`src/rtl/bpu_pkg.sv`:
```
// Shared branch-prediction types and constants for the fetch front end.
// Latency: n/a (types and constants only).
// Backpressure: n/a.
package bpu_pkg;

    // Fetch addresses are 32-bit byte addresses carried as 30-bit word addresses.
    localparam int PC_W = 30;

    // Boot vector as a word address (byte address 0x1C00_0000).
    localparam logic [PC_W-1:0] RESET_PC_DEF = 30'h0700_0000;

    typedef enum logic [1:0] {
        BR_NONE   = 2'b00,
        BR_DIRECT = 2'b01,
        BR_CALL   = 2'b10,
        BR_RET    = 2'b11
    } br_type_t;

endpackage

```
`src/rtl/ras_stack.sv`:
```
// Circular return-address stack with {ptr,cnt} checkpoint/restore.
// Latency: top/cnt/ckpt are registered state, visible the cycle after push/pop/restore.
// Backpressure: none; push overwrites the oldest entry when full, pop when empty is ignored.
module ras_stack
    import bpu_pkg::*;
#(
    parameter int  RAS_DEPTH = 8,
    localparam int RAS_PW    = $clog2(RAS_DEPTH),
    localparam int RAS_CW    = $clog2(RAS_DEPTH + 1)
) (
    input  logic                     clk,
    input  logic                     rst,
    input  logic                     push,
    input  logic [PC_W-1:0]          push_data,
    input  logic                     pop,
    input  logic                     restore,
    input  logic [RAS_PW+RAS_CW-1:0] restore_ckpt,
    output logic [PC_W-1:0]          top,
    output logic [RAS_CW-1:0]        cnt,
    output logic [RAS_PW+RAS_CW-1:0] ckpt
);

    logic [PC_W-1:0]   stack_q [RAS_DEPTH];
    logic [RAS_PW-1:0] ptr_q;
    logic [RAS_CW-1:0] cnt_q;

    // ptr points one past the most recent entry, so the top lives at ptr-1.
    assign top  = stack_q[ptr_q - RAS_PW'(1)];
    assign cnt  = cnt_q;
    assign ckpt = {ptr_q, cnt_q};

    // Pointer and occupancy; restore wins over push/pop, count saturates at depth.
    always_ff @(posedge clk) begin
        if (rst) begin
            ptr_q <= '0;
            cnt_q <= '0;
        end else if (restore) begin
            {ptr_q, cnt_q} <= restore_ckpt;
        end else if (push) begin
            ptr_q <= ptr_q + RAS_PW'(1);
            if (cnt_q != RAS_CW'(RAS_DEPTH)) begin
                cnt_q <= cnt_q + RAS_CW'(1);
            end
        end else if (pop && (cnt_q != '0)) begin
            ptr_q <= ptr_q - RAS_PW'(1);
            cnt_q <= cnt_q - RAS_CW'(1);
        end
    end

    // Entry storage carries no reset; stale slots are never read while cnt says empty.
    always_ff @(posedge clk) begin
        if (push && !restore && !rst) begin
            stack_q[ptr_q] <= push_data;
        end
    end

endmodule

```
`src/rtl/npc_gen.sv`:
```
// Next-PC generator: holds fetch PC, picks seq/BTB/RAS/redirect next PC; build option NPC_RAS_EN adds the RAS.
// Latency: zero-cycle prediction from same-cycle BTB data; next pc registered one cycle after fire/redirect.
// Backpressure: fetch_ready low stalls pc and RAS; redirect overrides stall and valid.
module npc_gen
    import bpu_pkg::*;
#(
    parameter logic [PC_W-1:0] RESET_PC  = RESET_PC_DEF,
    parameter int              RAS_DEPTH = 8,
    localparam int             RAS_PW    = $clog2(RAS_DEPTH),
    localparam int             RAS_CW    = $clog2(RAS_DEPTH + 1)
) (
    input  logic                     clk,
    input  logic                     rst,
    output logic [PC_W-1:0]          pc,
    output logic                     pc_valid,
    input  logic                     fetch_ready,
    input  logic [1:0]               btb_br_type,
    input  logic [PC_W-1:0]          btb_br_target,
    output logic [1:0]               pred_type,
    output logic [PC_W-1:0]          pred_npc,
    output logic [RAS_PW+RAS_CW-1:0] pred_ras_ckpt,
    input  logic                     redirect,
    input  logic [PC_W-1:0]          redirect_pc,
    input  logic [RAS_PW+RAS_CW-1:0] redirect_ras_ckpt
);

    logic            fire;
    logic [PC_W-1:0] seq_pc;
    br_type_t        btb_type;
    br_type_t        type_c;
    logic [PC_W-1:0] npc_c;

    assign fire     = pc_valid & fetch_ready & ~redirect;
    assign seq_pc   = pc + PC_W'(1);
    assign btb_type = br_type_t'(btb_br_type);

`ifdef NPC_RAS_EN
    logic [PC_W-1:0]   ras_top;
    logic [RAS_CW-1:0] ras_cnt;
    logic              ras_push;
    logic              ras_pop;

    assign ras_push = fire & (btb_type == BR_CALL);
    assign ras_pop  = fire & (btb_type == BR_RET) & (ras_cnt != '0);

    ras_stack #(
        .RAS_DEPTH (RAS_DEPTH)
    ) u_ras (
        .clk          (clk),
        .rst          (rst),
        .push         (ras_push),
        .push_data    (seq_pc),
        .pop          (ras_pop),
        .restore      (redirect),
        .restore_ckpt (redirect_ras_ckpt),
        .top          (ras_top),
        .cnt          (ras_cnt),
        .ckpt         (pred_ras_ckpt)
    );
`else
    logic unused_ckpt;

    assign unused_ckpt   = ^redirect_ras_ckpt;
    assign pred_ras_ckpt = '0;
`endif

    // Next-PC select; an empty-RAS return degrades to a direct prediction on the BTB target.
    always_comb begin
        type_c = btb_type;
        npc_c  = seq_pc;
        unique case (btb_type)
            BR_NONE:   npc_c = seq_pc;
            BR_DIRECT: npc_c = btb_br_target;
            BR_CALL:   npc_c = btb_br_target;
            BR_RET: begin
`ifdef NPC_RAS_EN
                if (ras_cnt != '0) begin
                    npc_c = ras_top;
                end else begin
                    npc_c  = btb_br_target;
                    type_c = BR_DIRECT;
                end
`else
                npc_c = btb_br_target;
`endif
            end
            default:   npc_c = seq_pc;
        endcase
    end

    assign pred_type = type_c;
    assign pred_npc  = npc_c;

    // PC register: reset, then redirect, then accepted fetch; otherwise hold.
    always_ff @(posedge clk) begin
        if (rst) begin
            pc       <= RESET_PC;
            pc_valid <= 1'b0;
        end else begin
            pc_valid <= 1'b1;
            if (redirect) begin
                pc <= redirect_pc;
            end else if (fire) begin
                pc <= npc_c;
            end
        end
    end

endmodule

```
`config.mk`:
```
export PLATFORM = sky130hd
export DESIGN_NAME = npc_gen
export DESIGN_NICKNAME = d
export VERILOG_FILES = /design/src/rtl/bpu_pkg.sv /design/src/rtl/ras_stack.sv /design/src/rtl/npc_gen.sv
export SDC_FILE = /design/constraint.sdc
export NUM_CORES = 1
export LEC_CHECK = 0
export ABC_CLOCK_PERIOD_IN_PS = 2250
export CORE_ASPECT_RATIO = 0.5
export CORE_MARGIN = 3
export CORE_UTILIZATION = 37
export CTS_BUF_LIST = sky130_fd_sc_hd__clkbuf_8
export CTS_CLUSTER_DIAMETER = 50
export DETAILED_ROUTE_END_ITERATION = 8
export MAX_ROUTING_LAYER = met4
export PLACE_DENSITY = 0.8
export SLEW_MARGIN = 15
export SYNTH_ARGS = -nofsm -noshare
export SYNTH_HDL_FRONTEND = slang
export SYNTH_SLANG_ARGS = --single-unit
export TNS_END_PERCENT = 5
```
`constraint.sdc`:
```
create_clock -name clk -period 2.25 [get_ports clk]
set_input_delay 0.3375 -clock clk [delete_from_list [all_inputs] [get_ports clk]]
set_output_delay 0.3375 -clock clk [all_outputs]
set_load 0.05 [all_outputs]
```
Word level (Yosys, flattened, before mapping). Index checks and enable logic that the tools add are counted.

Flip-flop bits (word level): 31. Input bits: 73. Output and inout port bits: 70. Word-level logic and storage cells: 16.

Add/subtract/negate cells: 1. Eq/ne operators: 3. Mux-type cells: 4. Bitwise logic cells: 3. Reduce and logical (&&, ||, !) cells: 3.

Operator list (number): $mux W30 (2); $pmux W30 S2 (1); $add A30 B1 Y30 const B (1); $eq A2 B2 Y1 const B (2); $reduce_or A3 Y1 (1); $and A1 B1 Y1 (2); $eq A2 B1 Y1 const B (1); $logic_not A2 Y1 (1); $reduce_bool A2 Y1 (1); $mux W1 (1); $not A1 Y1 (1).

Longest topological paths before layout. Gate-level depths: netlist of the first run.

Depth after elaboration: 5. Gate-level depth with buffers: 7. Gate-level depth less buffers: 6.

Worst setup path after synthesis of the first run. No wires, ideal clock.

Kind: register to output. Start: register pc[0]. End: output port pred_npc[28]. Arrival time: 3074 ps. Path slack: -1162 ps. Stages on the path, launching flop included: 8. Buffers on the path: 1. Path through: dfxtp_1 ha_1 nand4_4 or4_4 buf_6 nor4_4 xnor2_1 a21oi_1.

Longest elaborated chain between the ends: 2.

Ends and longest elaborated chain: start, declared (line npc_gen.sv:14) `output logic [PC_W-1:0] pc,`; start signal, assigned (line npc_gen.sv:102) `pc <= redirect_pc;`; start signal, assigned (line npc_gen.sv:104) `pc <= npc_c;`; $add A30 B1 Y30 (line npc_gen.sv:34) `assign seq_pc = pc + PC_W'(1);`; $pmux W30 S2 (line npc_gen.sv:71) `unique case (btb_type)`; end, declared (line npc_gen.sv:20) `output logic [PC_W-1:0] pred_npc,`.

Every way passes these cells.

Final worst setup path of the first run.
Start: register pc[15]. End: output port pred_npc[28].

Same word-level chain as after synthesis.

==> results.sh, run 1 <==
export IMPL_power_leakage_nw=2.00
export IMPL_ys_flop_type="dfxtp_1"
export IMPL_yosys_top_cells_area="dfxtp_1 (23%), a21oi_1 (6.9%), nor2_1 (6.7%), nand2_1 (6.6%), a211oi_1 (5.0%)"
export IMPL_status="complete, but fails checks"
export IMPL_cp_num_buf_inv=1
export IMPL_sw_frac_of_total=0.412
export IMPL_die_area_mm2=0.00835
export IMPL_cts_buffer_depth=2
export IMPL_cpMaxStageDelayCell="or4_4"
export IMPL_vdd_drop_max_mv=0.251
export IMPL_setup_viol=18
export IMPL_antenna_found_initial=0
export IMPL_skew_ns=0.00481
export IMPL_ys_ff_latch=31
export IMPL_fp_row_count=21
export IMPL_violations="negative setup slack"
export IMPL_yosys_area_top_type="dfxtp_1"
export IMPL_cp_cell_sequence="nand4_1, or4_4, nor4_4, xnor2_2, a21oi_4, buf_12"
export IMPL_drc=0
export IMPL_cts_made_buffers=5
export IMPL_firstDrtPassIters=5
export IMPL_fp_dieH_um=66.1
export IMPL_grt_pass1_vias=3597
export IMPL_dp_cells=636
export IMPL_start_util=0.392
export IMPL_required_ns=1.91
export IMPL_maxSlewViolCount=0
export IMPL_worst_slew_pin_slew_ns=0.554
export IMPL_grt_overflow_total=0
export IMPL_syn_inst=393
export IMPL_fin_tns_setup_ns=-3.51
export IMPL_syn_area_per_cell_um2=6.81
export IMPL_synth_most_common_cell="nor2_1"
export IMPL_grt_max_degree=38
export IMPL_power_switching_uw=956
export IMPL_maxSlewHeadroom=0.629
export IMPL_clkTransAtPathRegs_ns=0.07
export IMPL_startpoint_type="register"
export IMPL_fin_cells=646
export IMPL_holdWs_ns=0.613
export IMPL_intPower_mw=1.36
export IMPL_max_cap_violations=0
export IMPL_clock_latency_ns=0.28
export IMPL_end_kind="output pin"
export IMPL_fin_util=0.763
export IMPL_synth_warning_count=0
export IMPL_nets=627
export IMPL_cts_tree="built"
export IMPL_crit_path_max_fanout=8
export IMPL_clkSinkCount=31
export IMPL_synth_enable_flop_cells=0
export IMPL_gp_congestion=0.934
export IMPL_slowest_delay_ns=0.67
export IMPL_hpwl_um=8260
export IMPL_cts_max_level=2
export IMPL_drtIter0Drc=283
export IMPL_routed_via_count=3704
export IMPL_rsz0062_at_grt="yes"
export IMPL_cts_root_buf="clkbuf_8"
export IMPL_hold_viol_final=0
export IMPL_powerDensity_mw_per_mm2=445
export IMPL_synth_cell_types=51
export IMPL_ys_top_cells_by_count="nor2_1 (48), nand2_1 (47), a21oi_1 (37)"
export IMPL_track_usage=0.272
export IMPL_grt_pass1_wl_um=18000
export IMPL_final_antenna_net_count=0
export IMPL_seq_power_share=0.277
export IMPL_synth_async_reset_ratio=0
export IMPL_max_freq_mhz=381
export IMPL_ys_seq_area_frac=0.232
export IMPL_vias_per_cell=5.73
export IMPL_drt_wl_total_um=11300
export IMPL_insertedDiodeCount=0
export IMPL_min_period_over_period=1.17
export IMPL_crit_type="register to output pin"
export IMPL_fin_ws_ns=-0.373
export IMPL_hp_class="register to register"
export IMPL_syn2layout_area_growth_pct=94.7
export IMPL_fin_crit_ns=2.62
export IMPL_synth_top_cell_area_share=0.232
export IMPL_synthesis_area_mm2=0.00268
export IMPL_critPathArrivalTime_ns=2.29
export IMPL_power_frac_clock=0.197
export IMPL_comb_power_share=0.526
export IMPL_post_drt_wl_per_cell_um=17.5
export IMPL_fill_cells=465
export IMPL_pin_count=143
export IMPL_core_area_mm2=0.00683
export IMPL_die_x_um=126
export IMPL_drive_above_1_share=0.321
export IMPL_cp_top_family="simple AND/OR/NAND/NOR gates"
export IMPL_numPortBuffers=128
==> layer usage <==
metal,up-vias,global-route usage,routed length [µm]
met5,-,-,0
met4,0,0.0628,146
met3,18,0.0597,992
met2,184,0.440,5410
met1,1777,0.353,4770
li1,1725,-,-
==> worst reg2reg max path, stage by stage (launching register included) <==
cell and delay, ns:
dfxtp_4 0.35, nand4_1 0.20, or4_4 0.67, or2_4 0.29, a211o_1 0.32, buf_4 0.15
o21a_1 0.16
==> power groups by stage <==
stage / Sequential (mW) / Combinational [mW] / Clock [mW]
global route: 0.651 / 1.28 / 0.488
floorplan: 0.787 / 0.508 / 0
global placement: 0.647 / 1.17 / 0
CTS: 0.641 / 1.21 / 0.461
finish: 0.644 / 1.22 / 0.457
detailed placement: 0.649 / 1.18 / 0
==> flip-flops by register name, summed over array words and instances (netlist names) <==
register  cells
pc           30
pc_valid      1
==> logic make-up after synthesis <==
kind of cell	share of synthesized area
flops	0.232
other cells	0.00140
simple gates	0.337
buf+inv	0.0954
xor+xnor	0.0425
mux	0.0304
fa+ha+maj	0.00467
compound gates	0.257
==> placed cells by master, fill, tap and decap left out, types with 3 or more instances in the layout <==
cell	instances
clkdlybuf4s50_1	96
buf_4	59
nand2_1	45
nor2_1	44
buf_12	34
a21oi_1	27
a211oi_1	18
o21ai_0	15
dfxtp_4	15
nand3_1	13
inv_1	13
nor3_1	11
dfxtp_1	10
nand4_1	8
and3_1	7
mux2i_1	7
xnor2_1	7
conb_1	7
a31oi_4	6
clkbuf_8	6
dfxtp_2	6
or4_4	5
a21oi_4	5
or3_1	5
a31oi_1	5
a21oi_2	5
o31ai_1	5
a221oi_1	5
nor4_2	4
nor3_2	3
and4_1	3
xor2_1	3
==> final timing paths <==
check | start | to | slack, ns | cells after the start
hold reg to reg | pc[19]$_SDFFE_PP0P_ | pc[19]$_SDFFE_PP0P_ | 0.61 | 2
setup / recovery | pc[15]$_SDFFE_PP0P_ | pred_npc[28] | -0.37 | 6
hold / removal | pc[19]$_SDFFE_PP0P_ | pc[19]$_SDFFE_PP0P_ | 0.61 | 2
setup reg to reg | pc[15]$_SDFFE_PP0P_ | pc[24]$_SDFFE_PP1P_ | 0.01 | 6
==> stage by stage <==
stage / worst slack [ns] / instance area [µm²] / power (mW)
floorplan: -0.236 / 2970 / 1.29
global placement: -0.143 / 4940 / 1.82
detailed placement: -0.170 / 4940 / 1.83
CTS: -0.329 / 5170 / 2.31
global route: -0.431 / 5210 / 2.42
finish: -0.373 / 5210 / 2.32
==> final cells by class <==
class                      instances  area, µm²  area share
sequential                        31        684       0.131
inverter                          12       45.0     0.00865
clock buffer                       6       82.6      0.0159
timing repair buffer             191       2110       0.404
tap                               92        115      0.0221
clock inverter                     2       7.51     0.00144
multi-input combinational        312       2170       0.416
==> repair_timing <==
item	CTS	global route
endpoints found under the hold margin	0	0
pin swaps	17	3
setup endpoints to repair	25	27
hold buffers	0	0
buffers inserted	2	0
resized for setup	25	10
(Power assumes the default switching activity.)
==> run 2, diff against run 1 <==
--- a/config.mk
+++ b/config.mk
@@ -6,7 +6,7 @@
 export NUM_CORES = 1
 export LEC_CHECK = 0
 export ABC_CLOCK_PERIOD_IN_PS = 2250
-export CORE_ASPECT_RATIO = 0.5
+export CORE_ASPECT_RATIO = 1.1
 export CORE_MARGIN = 3
 export CORE_UTILIZATION = 37
 export CTS_BUF_LIST = sky130_fd_sc_hd__clkbuf_8
==> run 2 against run 1 <==
  * The run still ends with negative setup slack left
  * Clock skew increased by 0.0059 ns
  * Utilization decreased by 0.78 points
  * Sequential cell count unchanged
  * Clock power increased by 1%
  * Register-to-register slack improved by 0.16 ns
  * Setup slack improved by 0.051 ns
  * Critical path depth decreased by 1
  * Total power decreased by 0.40%
  * Wire length decreased by 2.1%
  * Clock-buffer cell count unchanged
==> results.sh, run 2 (synthesis gave the netlist of run 1 again) <==
export IMPL_status="complete, but fails checks"
export IMPL_violations="negative setup slack"
export IMPL_grt_max_degree=43
export IMPL_cts_root_buf="clkbuf_8"
export IMPL_cts_hold_buf=0
export IMPL_met3_length_um=750
export IMPL_vdd_drop_max_mv=0.253
export IMPL_fin_crit_ns=2.57
export IMPL_dp_cells=619
export IMPL_final_common_cell="clkdlybuf4s50_1"
export IMPL_crit_path_max_fanout=8
export IMPL_cts_buffer_depth=2
export IMPL_top_register="pc"
export IMPL_drc=0
export IMPL_clkSinkCount=31
export IMPL_min_period_over_period=1.14
export IMPL_reg_largest_list="pc (30), pc_valid (1)"
export IMPL_fin_tns_setup_ns=-3.46
export IMPL_fin_cells=628
export IMPL_cts_made_buffers=5
export IMPL_required_ns=1.91
export IMPL_drtIter0Drc=329
export IMPL_drt_wl_total_um=11100
export IMPL_max_cap_violations=0
export IMPL_critPathArrivalTime_ns=2.23
export IMPL_maxSlewViolCount=0
export IMPL_gp_congestion=0.892
export IMPL_grt_pass1_wl_um=17800
export IMPL_cts_max_level=2
export IMPL_cts_tree="built"
export IMPL_firstDrtPassIters=5
export IMPL_rsz0062_at_grt="yes"
export IMPL_wl_met2_um=5700
export IMPL_dr_max_layer_used="met4"
export IMPL_r2r_setup_slack_ns=0.17
export IMPL_hpwl_um=8190
export IMPL_core_area_mm2=0.00679
export IMPL_power_leakage_nw=1.99
export IMPL_final_antenna_net_count=0
export IMPL_die_area_mm2=0.00829
export IMPL_insertedDiodeCount=0
export IMPL_fp_row_count=31
export IMPL_fp_dieH_um=95.2
export IMPL_end_kind="output pin"
export IMPL_worst_slew_pin_slew_ns=0.533
export IMPL_hp_class="primary input to register"
export IMPL_die_x_um=87.1
export IMPL_max_freq_mhz=389
export IMPL_grt_overflow_total=0
export IMPL_m1WireLength_um=4460
export IMPL_final_cell_mix="clkdlybuf4s50_1 (96), buf_4 (50), nand2_1 (46), nor2_1 (44), buf_12 (34)"
export IMPL_post_drt_wl_per_cell_um=17.6
export IMPL_pin_count=143
export IMPL_grt_pass1_vias=3660
export IMPL_syn2layout_area_growth_pct=91.4
export IMPL_routed_via_count=3616
export IMPL_fin_ws_ns=-0.321
export IMPL_vias_per_cell=5.76
export IMPL_holdWs_ns=0.590
export IMPL_clkTransAtPathRegs_ns=0.07
export IMPL_largest_reg_flops=30
export IMPL_nets=619
export IMPL_antenna_found_initial=0
export IMPL_clock_latency_ns=0.29
export IMPL_fin_util=0.755
export IMPL_powerDensity_mw_per_mm2=451
export IMPL_setup_viol=22
export IMPL_crit_type="register to output pin"
export IMPL_start_util=0.394
export IMPL_drive_above_1_share=0.308
export IMPL_numPortBuffers=128
export IMPL_skew_ns=0.0107
export IMPL_hold_viol_final=0
export IMPL_startpoint_type="register"
export IMPL_maxSlewHeadroom=0.644
export IMPL_track_usage=0.275
## run 2: changes by cell type in the layout (fill, tap and decap cells not counted), moves of 2 or more
| cell | delta |
|---|---|
| nor3_1 | -2 |
| a31oi_2 | +2 |
| buf_4 | -9 |
| nor4_2 | -2 |
| or4_4 | -3 |
| a31oi_4 | -2 |
| nor4_4 | +2 |
| or4_1 | +2 |
| nor3_2 | +2 |
## run 2: cell type report
class | instances | area [µm²]
multi-input cells | 312 | 2150
repair buffers | 183 | 2050
fillers | 506 | 1660
flip-flops and latches | 31 | 681
well taps | 82 | 103
clock buffers | 6 | 82.6
inverters | 12 | 45.0
clock inverters | 2 | 8.76
## run 2: worst paths after layout
check | from | end | cells after the start
worst max-delay path | pc[8]$_SDFFE_PP0P_ | pred_npc[24] | 5
worst min register to register | pc[7]$_SDFFE_PP0P_ | pc[7]$_SDFFE_PP0P_ | 2
worst max register to register | pc[4]$_SDFFE_PP0P_ | pc[9]$_SDFFE_PP0P_ | 6
worst min-delay path | redirect_pc[1] | pc[1]$_SDFFE_PP0P_ | 3
## run 2: report_power, final
group | switching (mW) | total (mW) | internal (mW) | leakage (nW)
sequential | 0.0576 | 0.646 | 0.589 | 0.268
combinational | 0.679 | 1.20 | 0.524 | 1.67
clock | 0.220 | 0.462 | 0.242 | 0.0524
## run 2: metal layers
| metal | vias up | global-route usage |
|---|---|---|
| met5 | - | - |
| met4 | 0 | 0.0627 |
| met3 | 19 | 0.0441 |
| met2 | 186 | 0.487 |
| met1 | 1694 | 0.327 |
| li1 | 1717 | - |
## run 2: critical path: stages (launching register included)
cell	delay [ns]
dfxtp_4	0.36
nand4_1	0.17
or4_4	0.65
or2_4	0.29
a211o_1	0.31
buf_12	0.16
## run 2: what timing repair did
| item | CTS | global route |
|---|---|---|
| hold endpoints to repair | 0 | 0 |
| cloned | 0 | 0 |
| pin swaps | 16 | 3 |
| setup endpoints to repair | 23 | 26 |
| setup buffers | 0 | 1 |
| gates resized for setup | 21 | 9 |
## run 2: stage by stage
| step | setup slack (ns) | instance area [µm²] | power [mW] |
|---|---|---|---|
| 2_1_floorplan | -0.236 | 2970 | 1.29 |
| 3_3_place_gp | -0.162 | 4880 | 1.81 |
| 3_5_place_dp | -0.188 | 4880 | 1.83 |
| 4_1_cts | -0.321 | 5070 | 2.31 |
| 5_1_grt | -0.456 | 5120 | 2.41 |
| 6_report | -0.321 | 5120 | 2.31 |
==> run 3, diff against run 2 <==
--- a/config.mk
+++ b/config.mk
@@ -11,7 +11,9 @@
 export CORE_UTILIZATION = 37
 export CTS_BUF_LIST = sky130_fd_sc_hd__clkbuf_8
 export CTS_CLUSTER_DIAMETER = 50
+export CTS_CLUSTER_SIZE = 14
 export DETAILED_ROUTE_END_ITERATION = 8
+export GPL_ROUTABILITY_DRIVEN = 0
 export MAX_ROUTING_LAYER = met4
 export PLACE_DENSITY = 0.8
 export SLEW_MARGIN = 15
==> run 3 against run 2 <==
  * The run still ends with negative setup slack left
  * Cell area decreased by 1.6%
  * Global-route usage decreased by 1.9 points
  * Sequential share of layout area increased by 0.24 points
  * First-iteration DRC count decreased by 5.8%
  * Total power decreased by 2.0%
  * Critical path type unchanged
  * Fmax increased by 1.1%
  * Largest power group unchanged
  * Clock power decreased by 6.3%
==> results.sh, run 3 (synthesis gave the netlist of run 1 again) <==
export IMPL_hp_class="primary input to register"
export IMPL_die_x_um=87.1
export IMPL_fill_cells=485
export IMPL_numPortBuffers=128
export IMPL_cp_startpoint="pc[8]$_SDFFE_PP0P_"
export IMPL_clkTransAtPathRegs_ns=0.07
export IMPL_drt_wl_total_um=10600
export IMPL_grt_overflow_total=0
export IMPL_powerDensity_mw_per_mm2=449
export IMPL_grt_max_degree=38
export IMPL_worst_slew_pin_slew_ns=0.527
export IMPL_start_util=0.394
export IMPL_pin_count=143
export IMPL_startpoint_type="register"
export IMPL_fin_ws_ns=-0.293
export IMPL_core_area_mm2=0.00679
export IMPL_critPathArrivalTime_ns=2.21
export IMPL_fin_tns_setup_ns=-2.92
export IMPL_fp_dieH_um=95.2
export IMPL_cts_made_buffers=5
export IMPL_clock_latency_ns=0.29
export IMPL_cts_buffer_depth=2
export IMPL_multi_input_area_mm2=0.00215
export IMPL_setup_viol=21
export IMPL_fin_crit_ns=2.54
export IMPL_cts_tree="built"
export IMPL_hold_viol_final=0
export IMPL_crit_path_max_fanout=8
export IMPL_status="complete, but fails checks"
export IMPL_cts_root_buf="clkbuf_8"
export IMPL_power_mw=2.26
export IMPL_routed_via_count=3590
export IMPL_min_period_over_period=1.13
export IMPL_max_cap_violations=0
export IMPL_preCtsSetupSlack_ns=-0.201
export IMPL_cpMaxStageDelayCell="or4_4"
export IMPL_die_area_mm2=0.00829
export IMPL_worstHoldStart="redirect_pc[10]"
export IMPL_reg_largest_list="pc (30), pc_valid (1)"
export IMPL_syn2layout_area_growth_pct=88.4
export IMPL_vias_per_cell=5.75
export IMPL_post_drt_wl_per_cell_um=16.9
export IMPL_slowest_delay_ns=0.63
export IMPL_final_cell_mix="clkdlybuf4s50_1 (96), buf_4 (50), nand2_1 (45), nor2_1 (45), buf_12 (31)"
export IMPL_dp_cells=616
export IMPL_cts_max_level=2
export IMPL_required_ns=1.91
export IMPL_fin_util=0.743
export IMPL_drc=0
export IMPL_max_freq_mhz=393
export IMPL_grt_pass1_vias=3451
export IMPL_firstDrtPassIters=6
export IMPL_crit_type="register to output pin"
export IMPL_grt_pass1_wl_um=16700
export IMPL_maxSlewHeadroom=0.648
export IMPL_regArea_um2=682
export IMPL_skew_ns=0.00802
export IMPL_nets=615
export IMPL_vdd_drop_max_mv=0.262
export IMPL_violations="negative setup slack"
export IMPL_drive_above_1_share=0.301
export IMPL_largest_reg_flops=30
export IMPL_end_kind="output pin"
export IMPL_top_register="pc"
export IMPL_rsz0062_at_grt="yes"
export IMPL_fp_row_count=31
export IMPL_final_common_cell="clkdlybuf4s50_1"
export IMPL_r2r_start="pc[8]$_SDFFE_PP0P_"
export IMPL_power_leakage_nw=1.94
export IMPL_track_usage=0.256
export IMPL_insertedDiodeCount=0
export IMPL_cts_hold_buf=0
export IMPL_final_antenna_net_count=0
export IMPL_clkSinkCount=31
export IMPL_fin_cells=624
export IMPL_cp_cell_sequence="nand4_1, or4_4, nor4_4, xnor2_2, a21oi_4, buf_12"
export IMPL_antenna_found_initial=0
export IMPL_drtIter0Drc=310
export IMPL_maxSlewViolCount=0
export IMPL_hpwl_um=7940
[run 3: changes by cell type in the layout (fill, tap and decap cells not counted), sizes merged]
| cell | delta |
|---|---|
| inv | +1 |
| clkbuf | -1 |
| buf | -4 |
[run 3: report_power, final]
| part | internal, mW | switching [mW] | leakage (nW) |
|---|---|---|---|
| logic | 0.514 | 0.664 | 1.62 |
| clock network | 0.208 | 0.225 | 0.0505 |
| registers | 0.589 | 0.0644 | 0.268 |
| total | 1.31 | 0.954 | 1.94 |
[run 3: final cells by class]
class                      count  share of cell area
multi-input combinational    312               0.427
timing repair buffer         179               0.393
sequential                    31               0.135
tap                           82              0.0204
clock buffer                   5              0.0137
inverter                      12             0.00894
clock inverter                 3             0.00248
[run 3: metrics by stage]
step | hold WS, ns | instance area [µm²]
floorplan | 0.466 | 2970
global placement | 0.581 | 4820
detailed placement | 0.593 | 4820
CTS | 0.601 | 4980
global route | 0.614 | 5040
finish | 0.598 | 5040
[run 3: critical path, delay by kind of cell (launching register included)]
| family | cells | cell delay, ns |
|---|---|---|
| buf+inv | 1 | 0.15 |
| compound gates | 1 | 0.15 |
| flops | 1 | 0.37 |
| xor+xnor | 1 | 0.12 |
| simple gates | 3 | 1.12 |
[run 3: layer usage]
metal | part of all wire | up-vias | GRT usage
met4 | 0.018 | 0 | 0.0767
met1 | 0.41 | 1670 | 0.312
met3 | 0.074 | 27 | 0.0406
li1 | - | 1707 | -
met5 | 0 | - | -
met2 | 0.50 | 186 | 0.436
[run 3: final timing paths]
path,end,slack (ns),cells after the start
setup / recovery,pred_npc[28],-0.29,6
hold / removal,pc[10]$_SDFFE_PP0P_,0.60,3
setup reg to reg,pc[28]$_SDFFE_PP0P_,0.15,6
hold reg to reg,pc[6]$_SDFFE_PP0P_,0.60,2
[run 3: what timing repair did]
item	4_1_cts	5_1_grt
endpoints found under the setup margin	22	26
pin swaps	10	4
gates resized for setup	14	14
setup buffers	0	0
